==> src/rtl/bus_relay_fifo.sv <==
// rtl/bus_relay_fifo.sv - buffered valid/ready relay FIFO with optional output bit reversal
// Define BUS_RELAY_LEVEL_EN to add the level and overflow_sticky output ports.
module bus_relay_fifo #(
    parameter int               WIDTH   = 5,
    parameter int               DEPTH   = 4,
    parameter int               REVERSE = 0,
    parameter logic [WIDTH-1:0] INIT    = '0
) (
    input  logic                     clk,
    input  logic                     rst,
    input  logic                     in_valid,
    output logic                     in_ready,
    input  logic [WIDTH-1:0]         in_data,
    output logic                     out_valid,
    input  logic                     out_ready,
    output logic [WIDTH-1:0]         out_data
`ifdef BUS_RELAY_LEVEL_EN
    ,
    output logic [$clog2(DEPTH):0]   level,
    output logic                     overflow_sticky
`endif
);

    localparam int              AW     = $clog2(DEPTH);
    localparam int              CW     = AW + 1;
    localparam logic [CW-1:0]   C_FULL = CW'(DEPTH);

    logic [WIDTH-1:0] r_mem [DEPTH];
    logic [AW-1:0]    r_wr_ptr;
    logic [AW-1:0]    r_rd_ptr;
    logic [CW-1:0]    r_count;

    logic             w_push;
    logic             w_pop;
    logic [WIDTH-1:0] w_head;
    logic [WIDTH-1:0] w_word;

    // Both handshakes are masked by rst so nothing is presented or accepted during reset.
    assign in_ready  = (r_count != C_FULL) && !rst;
    assign out_valid = (r_count != '0) && !rst;
    assign w_push    = in_valid && in_ready;
    assign w_pop     = out_valid && out_ready;

    always_ff @(posedge clk) begin
        if (rst) begin
            r_wr_ptr <= '0;
            r_rd_ptr <= '0;
            r_count  <= '0;
        end else begin
            if (w_push) begin
                r_wr_ptr <= r_wr_ptr + 1'b1;
            end
            if (w_pop) begin
                r_rd_ptr <= r_rd_ptr + 1'b1;
            end
            if (w_push && !w_pop) begin
                r_count <= r_count + 1'b1;
            end else if (!w_push && w_pop) begin
                r_count <= r_count - 1'b1;
            end
        end
    end

    always_ff @(posedge clk) begin
        if (w_push) begin
            r_mem[r_wr_ptr] <= in_data;
        end
    end

    assign w_head = r_mem[r_rd_ptr];

    // Words are stored in producer bit order; reversal happens only on the way out.
    always_comb begin
        w_word = w_head;
        if (REVERSE != 0) begin
            for (int i = 0; i < WIDTH; i++) begin
                w_word[i] = w_head[WIDTH-1-i];
            end
        end
    end

    assign out_data = out_valid ? w_word : INIT;

`ifdef BUS_RELAY_LEVEL_EN
    logic r_overflow;

    always_ff @(posedge clk) begin
        if (rst) begin
            r_overflow <= 1'b0;
        end else if (in_valid && (r_count == C_FULL)) begin
            r_overflow <= 1'b1;
        end
    end

    assign level           = r_count;
    assign overflow_sticky = r_overflow;
`endif

endmodule

==> config.mk <==
export PLATFORM = sky130hd
export DESIGN_NAME = bus_relay_fifo
export DESIGN_NICKNAME = d
export VERILOG_FILES = /design/src/rtl/bus_relay_fifo.sv
export SDC_FILE = /design/constraint.sdc
export NUM_CORES = 1
export LEC_CHECK = 0
export BUFFER_PORTS_ARGS = -buffer_cell sky130_fd_sc_hd__buf_2
export CORE_MARGIN = 3
export CORE_UTILIZATION = 59
export CTS_CLUSTER_DIAMETER = 200
export DETAILED_ROUTE_END_ITERATION = 8
export PLACE_DENSITY = 0.85
export SYNTH_ARGS = -nofsm -noshare
export SYNTH_HDL_FRONTEND = slang
export SYNTH_SLANG_ARGS = --single-unit
==> constraint.sdc <==
create_clock -name clk -period 4.2 [get_ports clk]
set_clock_uncertainty 0.1 [all_clocks]
set_input_delay 0.21 -clock clk [delete_from_list [all_inputs] [get_ports clk]]
set_output_delay 0.21 -clock clk [all_outputs]
set_load 0.02 [all_outputs]
# Word level (Yosys, flattened, before mapping)

Memory sizes are Yosys's and may differ from the RTL's. A register that Yosys moved wholly into a read port is not among the register bits.
Cells that the tools add are included.

Flip-flop bits (word level): 7
Latch bits: 0
RAM bits: 20
Memory bits (read-only): 0
Input bits: 9
Output and inout bits: 7
Logic and storage cells: 27
Memories kept: 1

$add $sub $neg: 4
Multiply operators: 0
Div/mod/pow operators: 0
$lt $le $gt $ge: 0
Equality and inequality tests: 1
Shift operators: 0
Multiplexer cells: 7
Bitwise logic cells: 0
Reductions and logical operators: 11

Memory list:

| memory | depth | bits a word | rd ports | clocked after Yosys merged registers in | write ports | RTL line | RTL |
|---|---|---|---|---|---|---|---|
| r_mem  | 4     | 5           | 1        | 1                                       | 1           | 28       | `logic [WIDTH-1:0] r_mem [DEPTH];` |

Operators by type and width:

| cell                  | number |
|---|---|
| $logic_and A1 B1 Y1   | 6 |
| $mux W3               | 2 |
| $mux W5               | 1 |
| $add A2 B1 Y2 const B | 2 |
| $mux W2               | 2 |
| $add A3 B1 Y3 const B | 1 |
| $logic_not A1 Y1      | 3 |
| $ne A3 B3 Y1 const B  | 1 |
| $reduce_bool A3 Y1    | 1 |
| $sub A3 B1 Y3 const B | 1 |
| $mux W1               | 2 |
| $reduce_bool A2 Y1    | 1 |

# Logic depth before layout (Yosys ltp)

Gate-level depths: netlist (run 1).

Word-level depth: 7
Mapped depth: 8
Mapped depth without buffers: 8

# Worst setup path before layout (run 1)

No wires, ideal clock.

Path kind: flip-flop to flip-flop
Start point: register r_count[0]
End point: register r_count[2]
Arrival: 2108 ps
Required time: 4030 ps
Path slack: 1922 ps
Stages on the path, launching flop included: 9
Path buffers: 0
Clock period less this slack: 2278 ps
Cell sequence: dfxtp_1 -> nor3b_2 -> nor3b_4 -> ha_1 -> inv_1 -> fa_1 -> xor2_1 -> or3_2 -> a21oi_1

Word-level cells in the longest chain between the ends: 6

Ends and longest elaborated chain:

| what                         | RTL line | RTL |
|---|---|---|
| start, declared              | 31       | `logic [CW-1:0] r_count;` |
| start signal, assigned       | 57       | `r_count <= r_count + 1'b1;` |
| start signal, assigned       | 59       | `r_count <= r_count - 1'b1;` |
| $ne A3 B3 Y1 *               | 39       | `assign in_ready = (r_count != C_FULL) && !rst;` |
| $logic_and A1 B1 Y1 *        | 39       |  |
| $logic_and A1 B1 Y1 *        | 41       | `assign w_push = in_valid && in_ready;` |
| via w_push                   | 33       | `logic w_push;` |
| $logic_not A1 Y1             | 58       | `end else if (!w_push && w_pop) begin` |
| $logic_and A1 B1 Y1          | 58       |  |
| $reduce_bool A2 Y1 (no line) | --       |  |

The timed path passes the listed nets; every way through them passes the cells marked *. The select of a mux whose other input is x is not followed.
A chain may end at the register's enable or synchronous reset.

# Worst setup path in the final report (run 1)

Same ends and word-level chain as after synthesis.

==> impl_metrics.py, run 1 <==
metrics = {
    "floorplan": {
        "die_y_um": 52.0,
        "core_area_um2": 1980,
        "die_x_um": 52.0,
        "die_area_um2": 2700,
        "io_pins": 16,
        "start_util_pct": 62.9,
        "rows": 16,
    },
    "logic_synthesis": {
        "synth-seq-area-share_pct": 62.7,
        "ys_warn_count": 0,
        "syn-num-nets": 95,
        "synthArstFlopShare_pct": 0,
        "synth_cell_types": 24,
        "synth.top_cell.area_share_pct": 48.2,
        "synth_cells": 80,
        "synth_most_common_cell": "edfxtp_1",
        "synth_top_area_cell": "edfxtp_1",
        "synth.avg_cell_area_um2": 15.6,
        "synth_common_cells": "20 x edfxtp_1, 9 x dfxtp_1, 7 x nor2_1",
        "synth_seq_cells": 29,
        "synth_edf_count": 20,
        "ys_dominant_reg_cell": "edfxtp_1",
        "netlist_area_um2": 1250,
        "netlist_top_cells_area": "edfxtp_1 48%, dfxtp_1 14%, mux4_2 9.0%",
    },
    "grt": {
        "antenna_found_initial": 0,
        "grt_max_degree": 13,
        "grt_pass1_vias": 739,
        "grt_usage_pct": 18.2,
        "grt_first_pass_wirelength_mm": 3.27,
        "overflow": 0,
    },
    "outcome": {
        "status": "finished clean",
    },
    "power_and_ir_drop": {
        "vdd_drop_max_v": 0.000265,
        "p_per_area_nw_per_um2": 535,
        "p_leak_nw": 0.561,
    },
    "critical_path": {
        "path_class": "reg -> reg",
        "cp_max_fo": 7,
        "endpoint_kind": "flop",
        "path_buf_inv": 1,
        "rr_worst_depth": 8,
        "critPathTopFamily": "simple AND/OR/NAND/NOR gates",
        "cpPeakStageDelay_ps": 480,
        "crit_arrival_ps": 2610,
        "worst_setup_path_start_kind": "flop",
        "r2r_start": "r_count[0]",
        "cpMaxStageDelayCell": "dfxtp_1",
        "cp.required_ps": 4340,
        "r2r_end": "r_count[2]",
        "crit_chain": "nor3b_2, nor3b_4, ha_1, inv_1, fa_1, xor2_1, or3_2, a21oi_1",
        "r2r_slack_ps": 1740,
    },
    "detailed_routing": {
        "drt-pass1-iter-count": 4,
        "vias_per_cell": 5.27,
        "via_count": 701,
        "drt_iter0_markers": 13,
        "drc": 0,
        "totalWireLength_mm": 1.97,
        "wl_per_cell_um": 14.8,
        "antenna_left": 0,
    },
    "sta": {
        "max_slew_margin_pct": 69.7,
        "fmax_mhz": 406,
        "grt_setup_unrepaired": "no",
        "tightestPinTransition_ps": 449,
        "final_max_slew_viol_count": 0,
        "post-route-period-util_pct": 58.6,
        "finalCriticalPeriod_ps": 2460,
        "tns_ps": 0,
        "finalHoldViolCount": 0,
        "setup_ws_ps": 1740,
        "setup_viol": 0,
    },
    "cells_and_area": {
        "final_layout_size_suffix_gt1_share_pct": 34.9,
        "area_growth_pct": 16.2,
        "fill_cells": 139,
        "diodes": 0,
        "fin_nets": 120,
    },
    "clocking": {
        "clockBufferDepth": 2,
        "cts_tree": "yes",
        "htreeDepth": 2,
        "post_cts_buffers": 0,
        "clockRootBuffer": "clkbuf_4",
        "cts_made_buffers": 5,
        "insertion_delay_ps": 320,
        "cts_sinks": 29,
        "clk_pin_slew_ps": 100,
    },
    "placed_design": {
        "port_buffers": 15,
        "dpl_worst_slack_ps": 1760,
        "hpwl_mm": 1.42,
        "globalplace.congestion": 0.697,
    },
    "hold_path": {
        "holdCritPathClass": "in -> reg",
        "hp-start": "rst",
        "min_path_cells": 2,
    },
    "job": {
        "max_cap_violations": 0,
    },
}
[cells by family (layout without fill, tap and decap cells)]
logic type                 Yosys count  after routing  share of synthesized area (%)
DFF                                 29             29                           62.7
xor gates and xnor gates             4              4                           2.81
muxes                                8              8                           11.8
buffers and inverters                6             32                           1.91
adders and majority gates            6              6                           6.63
AOI/OAI and AO/OA                    4              4                           2.11
and+or+nand+nor                     23             23                           12.0
[timing repair]
item / CTS / global route
gates resized for setup: 0 / 0
hold buffers: 2 / 3
hold endpoints to repair: 5 / 10
[worst max-delay path by stage]
stage	cells after the start	endpoint	from
3_3_place_gp	8	r_count[2]	r_count[0]
4_1_cts	8	r_count[2]	r_count[0]
2_1_floorplan	8	r_count[2]	r_count[0]
3_5_place_dp	8	r_count[2]	r_count[0]
6_report	8	r_count[2]	r_count[0]
5_1_grt	8	r_count[2]	r_count[0]
[flip-flops by register name (all words and copies together) (netlist names), named ones only]
signal / count
r_mem: 20
r_count: 3
r_rd_ptr: 2
r_wr_ptr: 2
[per-layer routing]
metal  part of all wire [%]  track usage [%]  vias up
met5                      0                0        -
met4                    1.6             9.17        0
met3                    4.9             7.74        5
met2                     53             30.5       12
met1                     40             19.3      348
li1                       -                -      336
[stage by stage]
stage	std cells	power (mW)	util, %	area, um^2	hold WS, ps
floorplan	80	0.564	-	1250	209
global placement	120	0.612	67.9	1350	323
detailed placement	120	0.624	67.9	1350	334
CTS	130	0.781	71.5	1420	0.0291
global route	133	0.829	73.0	1450	99.7
finish	133	0.775	73.0	1450	108
[placed cells by master, fill, tap and decap left out]
master | synthesis | layout
mux2i_1 | 2 | 2
nor3b_4 | 1 | 1
o311ai_0 | 1 | 1
nor2b_1 | 5 | 5
edfxtp_1 | 20 | 20
nor3b_2 | 1 | 1
clkbuf_1 | 1 | 1
clkinv_2 | 0 | 2
dlygate4sd3_1 | 0 | 5
nand2b_1 | 1 | 1
mux2_4 | 1 | 1
or2_2 | 2 | 2
o21ai_0 | 1 | 1
inv_1 | 4 | 4
xor2_1 | 4 | 4
nor3_1 | 1 | 1
a21oi_1 | 1 | 1
ha_1 | 5 | 5
fa_1 | 1 | 1
nor2_1 | 7 | 7
buf_2 | 1 | 15
or3_2 | 1 | 1
mux4_2 | 5 | 5
and2_2 | 4 | 4
clkbuf_4 | 0 | 5
dfxtp_1 | 9 | 9
o31ai_1 | 1 | 1
[final cells by class]
| cell class | count | area, um^2 | area share (%) |
|---|---|---|---|
| inverters | 4 | 15.0 | 1.04 |
| well taps | 27 | 33.8 | 2.33 |
| clock inverters | 2 | 10.0 | 0.691 |
| repair buffers | 20 | 125 | 8.64 |
| clock buffers | 6 | 41.3 | 2.85 |
| multi-input cells | 45 | 442 | 30.5 |
| flip-flops and latches | 29 | 781 | 53.9 |
[power breakdown]
group          switching, mW  internal (mW)  leakage, nW
sequential            0.0462          0.347        0.255
combinational          0.109          0.115        0.274
clock                 0.0944         0.0636       0.0320
No activity file was read; power rests on OpenSTA's default activity.
==> run 2, diff against run 1 <==
--- a/config.mk
+++ b/config.mk
@@ -6,11 +6,12 @@
 export NUM_CORES = 1
 export LEC_CHECK = 0
 export BUFFER_PORTS_ARGS = -buffer_cell sky130_fd_sc_hd__buf_2
+export CORE_ASPECT_RATIO = 0.6
 export CORE_MARGIN = 3
-export CORE_UTILIZATION = 59
+export CORE_UTILIZATION = 50
 export CTS_CLUSTER_DIAMETER = 200
 export DETAILED_ROUTE_END_ITERATION = 8
-export PLACE_DENSITY = 0.85
+export PLACE_DENSITY = 0.77
 export SYNTH_ARGS = -nofsm -noshare
 export SYNTH_HDL_FRONTEND = slang
 export SYNTH_SLANG_ARGS = --single-unit
==> constraint.sdc (replaced) <==
create_clock -name clk -period 2.25 [get_ports clk]
set_clock_uncertainty 0.1 [all_clocks]
set_input_delay 0.1125 -clock clk [delete_from_list [all_inputs] [get_ports clk]]
set_output_delay 0.1125 -clock clk [all_outputs]
set_load 0.02 [all_outputs]
==> run 2 against run 1 <==
Net effect: utilization is 3.5 points lower; largest power group unchanged; sequential power grew 96%; critical endpoint unchanged; cell count grew 6.0%; via count up 5.7%; largest cell class unchanged; combinational power rose by 140%.
==> impl_metrics.py, run 2 (same netlist as run 1, synthesis figures left out) <==
metrics = {
    "grt": {
        "grt_first_pass_wirelength_mm": 3.76,
        "overflow": 0,
        "grt_max_degree": 13,
        "grt_pass1_vias": 755,
        "grt_usage_pct": 17.5,
        "antenna_found_initial": 0,
    },
    "floorplan": {
        "die_area_um2": 3150,
        "die_x_um": 70.5,
        "rows": 13,
        "core_area_um2": 2260,
        "io_pins": 16,
        "die_y_um": 44.7,
        "start_util_pct": 55.1,
    },
    "hold_path": {
        "min_path_cells": 2,
        "holdCritPathClass": "in -> reg",
    },
    "cells_and_area": {
        "reg_top3": "r_mem: 20 flops, r_count: 3 flops",
        "top_register": "r_mem",
        "layout_commonest_cell": "edfxtp_1",
        "final_cell_mix": "20 x edfxtp_1, 15 x buf_2, 7 x nor2_1",
        "final_layout_size_suffix_gt1_share_pct": 45.0,
        "fin_nets": 125,
        "final_util_pct": 69.6,
        "diodes": 0,
        "design_area_um2": 1570,
        "fill_cells": 154,
        "largest_reg_flops": 20,
        "area_growth_pct": 26.2,
        "multiInputGateArea_um2": 484,
        "seq_area_um2": 792,
    },
    "sta": {
        "whs_ps": 74.3,
        "post-route-period-util_pct": 99.2,
        "finalCriticalPeriod_ps": 2230,
        "setup_viol": 0,
        "finalHoldViolCount": 0,
        "tightestPinTransition_ps": 404,
        "max_slew_margin_pct": 72.7,
        "grt_setup_unrepaired": "yes",
        "setup_ws_ps": 18.2,
        "tns_ps": 0,
        "final_max_slew_viol_count": 0,
        "fmax_mhz": 448,
    },
    "power_and_ir_drop": {
        "vdd_drop_max_v": 0.000437,
        "p_leak_nw": 0.598,
        "p_per_area_nw_per_um2": 1080,
    },
    "clocking": {
        "clockBufferDepth": 2,
        "cts_made_buffers": 5,
        "cts_sinks": 29,
        "insertion_delay_ps": 280,
        "clk_pin_slew_ps": 60,
        "htreeDepth": 2,
        "clockRootBuffer": "clkbuf_8",
        "cts_tree": "yes",
    },
    "detailed_routing": {
        "wl_met1_um": 964,
        "drt_iter0_markers": 58,
        "vias_per_cell": 5.26,
        "wl_met3_um": 213,
        "antenna_left": 0,
        "top_layer": "met4",
        "via_count": 741,
        "drt-pass1-iter-count": 4,
        "routed-wl-met2_mm": 1.16,
        "totalWireLength_mm": 2.39,
        "drc": 0,
        "wl_per_cell_um": 17.0,
    },
    "critical_path": {
        "path_buf_inv": 1,
        "critPathTopFamily": "adder cells",
        "cpPeakStageDelay_ps": 380,
        "crit_arrival_ps": 2340,
        "endpoint_kind": "flop",
        "crit_cells": 8,
        "crit_chain": "o31ai_4, or2_4, ha_2, inv_2, fa_2, xor2_2, or3_4, a21oi_2",
        "cp_max_fo": 6,
        "rr_worst_depth": 8,
        "cp.required_ps": 2360,
        "cpMaxStageDelayCell": "dfxtp_4",
        "worst_setup_path_start_kind": "flop",
        "path_class": "reg -> reg",
    },
    "placed_design": {
        "dpl_worst_slack_ps": -66.4,
        "hpwl_mm": 1.51,
        "globalplace.congestion": 0.698,
        "port_buffers": 15,
        "dpl_cell_area_um2": 1380,
    },
    "job": {
        "max_cap_violations": 0,
    },
    "outcome": {
        "status": "finished clean",
    },
}
==> run 2: changes by cell type in the layout (fill, tap and decap cells not counted), sizes merged <==
cell / delta
clkinv: +1
buf: +5
clkbuf: -1
==> run 2: per-stage QoR <==
stage	std cells	total power, mW
finish	141	1.70
global route	141	1.80
detailed placement	125	1.21
global placement	125	1.18
floorplan	80	1.07
CTS	139	1.64
==> run 2: layout make-up <==
type / count / share of cell area [%]
sequential: 29 / 50.4
multi-input combinational: 45 / 30.8
timing repair buffer: 25 / 10.3
clock buffer: 5 / 4.38
tap: 30 / 2.39
inverter: 4 / 0.955
clock inverter: 3 / 0.796
==> run 2: worst paths after layout <==
kind / start / to / slack, ps
worst max-delay path: r_count[0] / r_count[2] / 20
worst min-delay path: rst / r_rd_ptr[0] / 70
worst max register to register: r_count[0] / r_count[2] / 20
worst min register to register: r_wr_ptr[0] / r_wr_ptr[0] / 420
==> run 2: routing by layer <==
layer  global-route usage (%)  up-vias
met5                        0        -
met4                     6.87        0
met3                     9.52        9
met2                     26.8       33
met1                     21.2      352
li1                         -      347
==> run 2: where the power goes <==
group / switching [mW] / internal, mW
registers: 0.107 / 0.662
logic: 0.246 / 0.284
clock network: 0.190 / 0.207
==> run 2: repair_timing <==
item	4_1_cts	5_1_grt
endpoints found under the hold margin	20	0
pin swaps	2	5
gates resized for setup	5	6
hold buffers	5	0
buffers inserted	1	2
setup endpoints to repair	1	1
==> run 3, diff against run 2 <==
--- a/config.mk
+++ b/config.mk
@@ -5,6 +5,7 @@
 export SDC_FILE = /design/constraint.sdc
 export NUM_CORES = 1
 export LEC_CHECK = 0
+export ABC_AREA = 1
 export BUFFER_PORTS_ARGS = -buffer_cell sky130_fd_sc_hd__buf_2
 export CORE_ASPECT_RATIO = 0.6
 export CORE_MARGIN = 3
==> run 3 against run 2 <==
Net effect: design area decreased by 0.87%; via count increased by 27%; setup slack improved by 80 ps; sequential cell count unchanged; combinational power decreased by 37%; fmax increased by 3.7%; non-clock buffer count decreased by 4; utilization decreased by 2.1 points; sequential power decreased by 14%.
==> impl_metrics.py, run 3 <==
metrics = {
    "outcome": {
        "status": "finished clean",
    },
    "grt": {
        "grt_max_degree": 12,
        "busiest_layer": "met2",
        "grt_usage_pct": 18.7,
        "grt_util_met3_pct": 7.33,
        "grt_use_met1_pct": 23.1,
        "grt_pass1_vias": 865,
        "overflow": 0,
        "met2_usage_pct": 27.4,
        "grt_first_pass_wirelength_mm": 4.13,
        "antenna_found_initial": 0,
    },
    "cells_and_area": {
        "fin_nets": 170,
        "final_cells": 186,
        "final_cell_mix": "34 x nor2_1, 20 x edfxtp_1, 15 x buf_2",
        "top_register": "r_mem",
        "largest_reg_flops": 20,
        "final_layout_size_suffix_gt1_share_pct": 19.9,
        "area_growth_pct": 20.9,
        "layout_commonest_cell": "nor2_1",
        "diodes": 0,
        "reg_top3": "r_mem: 20 flops, r_count: 3 flops",
        "final_util_pct": 67.5,
    },
    "logic_synthesis": {
        "synth_edf_count": 20,
        "synthArstFlopShare_pct": 0,
        "synth_common_cells": "34 x nor2_1, 20 x edfxtp_1, 14 x inv_1, 13 x nand2_1, 11 x o21ai_0",
        "netlist_area_um2": 1290,
        "synth_most_common_cell": "nor2_1",
        "synth.top_cell.area_share_pct": 46.6,
        "synth_seq_cells": 29,
        "synth.avg_cell_area_um2": 10.1,
        "synth-seq-area-share_pct": 60.5,
        "netlist_top_cells_area": "edfxtp_1 47%, dfxtp_1 14%, nor2_1 9.9%",
        "synth_cell_types": 17,
        "ys_warn_count": 0,
        "ys_dominant_reg_cell": "edfxtp_1",
        "synth_top_area_cell": "edfxtp_1",
        "syn-num-nets": 143,
        "synth_cells": 128,
    },
    "placed_design": {
        "globalplace.congestion": 0.791,
        "port_buffers": 15,
        "dp.cells": 172,
        "hpwl_mm": 1.85,
    },
    "sta": {
        "tns_ps": 0,
        "fmax_mhz": 465,
        "tightestPinTransition_ps": 557,
        "final_max_slew_viol_count": 0,
        "finalHoldViolCount": 0,
        "setup_viol": 0,
        "post-route-period-util_pct": 95.7,
        "grt_setup_unrepaired": "no",
        "max_slew_margin_pct": 62.7,
        "finalCriticalPeriod_ps": 2150,
    },
    "detailed_routing": {
        "totalWireLength_mm": 2.62,
        "wl_per_cell_um": 14.1,
        "via_count": 942,
        "vias_per_cell": 5.06,
        "drt_iter0_markers": 52,
        "drt-pass1-iter-count": 4,
        "antenna_left": 0,
        "drc": 0,
    },
    "critical_path": {
        "cp.required_ps": 2330,
        "r2r_end": "r_count[2]",
        "endpoint_kind": "flop",
        "crit_path_end": "r_count[2]",
        "r2r_slack_ps": 130,
        "crit_path_start": "rst",
        "cpPeakStageDelay_ps": 540,
        "cp_max_fo": 9,
        "worst_setup_path_start_kind": "input port",
        "cpMaxStageDelayCell": "dlygate4sd3_1",
        "path_buf_inv": 6,
        "rr_worst_depth": 13,
        "r2r_start": "r_count[1]",
        "crit_arrival_ps": 2230,
        "critPathTopFamily": "buffers and inverters",
        "path_common_cell": "nand2_1",
        "path_class": "in -> reg",
        "crit_cells": 14,
        "crit_chain": "dlygate4sd3_1, buf_2, inv_4, nand3_4, inv_2, ha_1, inv_1, fa_1, inv_1, nand2_1, nand3_1, nand2_1, nand2_1, nor2_1",
    },
    "clocking": {
        "insertion_delay_ps": 280,
        "clk_pin_slew_ps": 60,
        "htreeDepth": 2,
        "clockRootBuffer": "clkbuf_8",
        "cts_made_buffers": 5,
        "cts_sinks": 29,
        "clockBufferDepth": 2,
        "cts_tree": "yes",
    },
    "power_and_ir_drop": {
        "p_leak_nw": 0.662,
        "vdd_drop_max_v": 0.000465,
        "p_per_area_nw_per_um2": 940,
        "p_total_mw": 1.46,
    },
    "floorplan": {
        "rows": 13,
        "io_pins": 16,
        "die_x_um": 71.6,
        "die_area_um2": 3250,
        "start_util_pct": 55.9,
        "core_area_um2": 2310,
        "die_y_um": 45.3,
    },
    "job": {
        "max_cap_violations": 0,
    },
    "hold_path": {
        "holdCritPathClass": "in -> reg",
    },
}
run 3: cell count changes in the layout (fill, tap and decap cells not counted), moves of 6 or more:
cell,delta
a21oi_1,+6
nor2_1,+27
o21ai_0,+10
nand2_1,+13
inv_1,+11
run 3: per-stage QoR:
stage | cell area [um^2] | setup WS [ps] | hold slack [ps]
after global routing | 1560 | 12.4 | 97.8
after CTS | 1560 | 91.3 | 82.5
final | 1560 | 97.8 | 109
after global placement | 1400 | 327 | 227
after floorplan | 1290 | 448 | 84.0
after detailed placement | 1400 | 164 | 230
run 3: worst reg2reg max path, delay by kind of cell, from the launching register on:
kind / cells / cell delay [ps]
adders and majority gates: 2 / 580
DFF: 1 / 430
and+or+nand+nor: 8 / 660
buffers and inverters: 3 / 250
run 3: cells by family (layout without fill, tap and decap cells):
family                   after synthesis  after routing  synth area share (%)
flip-flops                            29             29                  60.5
adder cells (fa/ha/maj)                6              6                  6.40
buffers and inverters                 18             46                  5.53
AO/OA/AOI/OAI                         17             17                  6.60
XOR/XNOR                               2              2                  1.36
AND/OR/NAND/NOR                       56             56                  19.6
run 3: worst min path at each step:
stage,slack (ps),endpoint,start,cells after the start
after floorplan,80,r_wr_ptr[0],rst,1
after global placement,230,r_mem[3][2],in_data[2],1
after detailed placement,230,r_mem[2][2],in_data[2],1
after CTS,80,r_wr_ptr[0],in_valid,4
after global routing,100,r_wr_ptr[0],in_valid,4
final,110,r_wr_ptr[0],in_valid,4
run 3: metal layers:
layer / wire length, um / up-vias
met5: 0 / -
met2: 1150 / 37
met3: 214 / 13
met1: 1150 / 419
met4: 99 / 0
li1: - / 473
run 3: repair_timing:
item / 4_1_cts / 5_1_grt
hold buffers: 6 / 0
resized for setup: 0 / 1
setup endpoints to repair: 0 / 1
setup buffers: 0 / 0
endpoints found under the hold margin: 24 / 0
run 3: power by group:
| group | switching (mW) | total [mW] | internal (mW) | leakage [nW] |
|---|---|---|---|---|
| Combinational | 0.214 | 0.333 | 0.118 | 0.352 |
| Sequential | 0.0483 | 0.664 | 0.616 | 0.255 |
| Clock | 0.193 | 0.468 | 0.276 | 0.0542 |
| Total | 0.455 | 1.46 | 1.01 | 0.662 |
run 3: cell type report:
cell class / count / area [um^2]
clock buffers: 7 / 96.3
clock inverters: 1 / 5.00
fillers: 180 / 751
inverters: 17 / 66.3
multi-input cells: 81 / 438
flip-flops and latches: 29 / 781
well taps: 30 / 37.5
repair buffers: 21 / 135
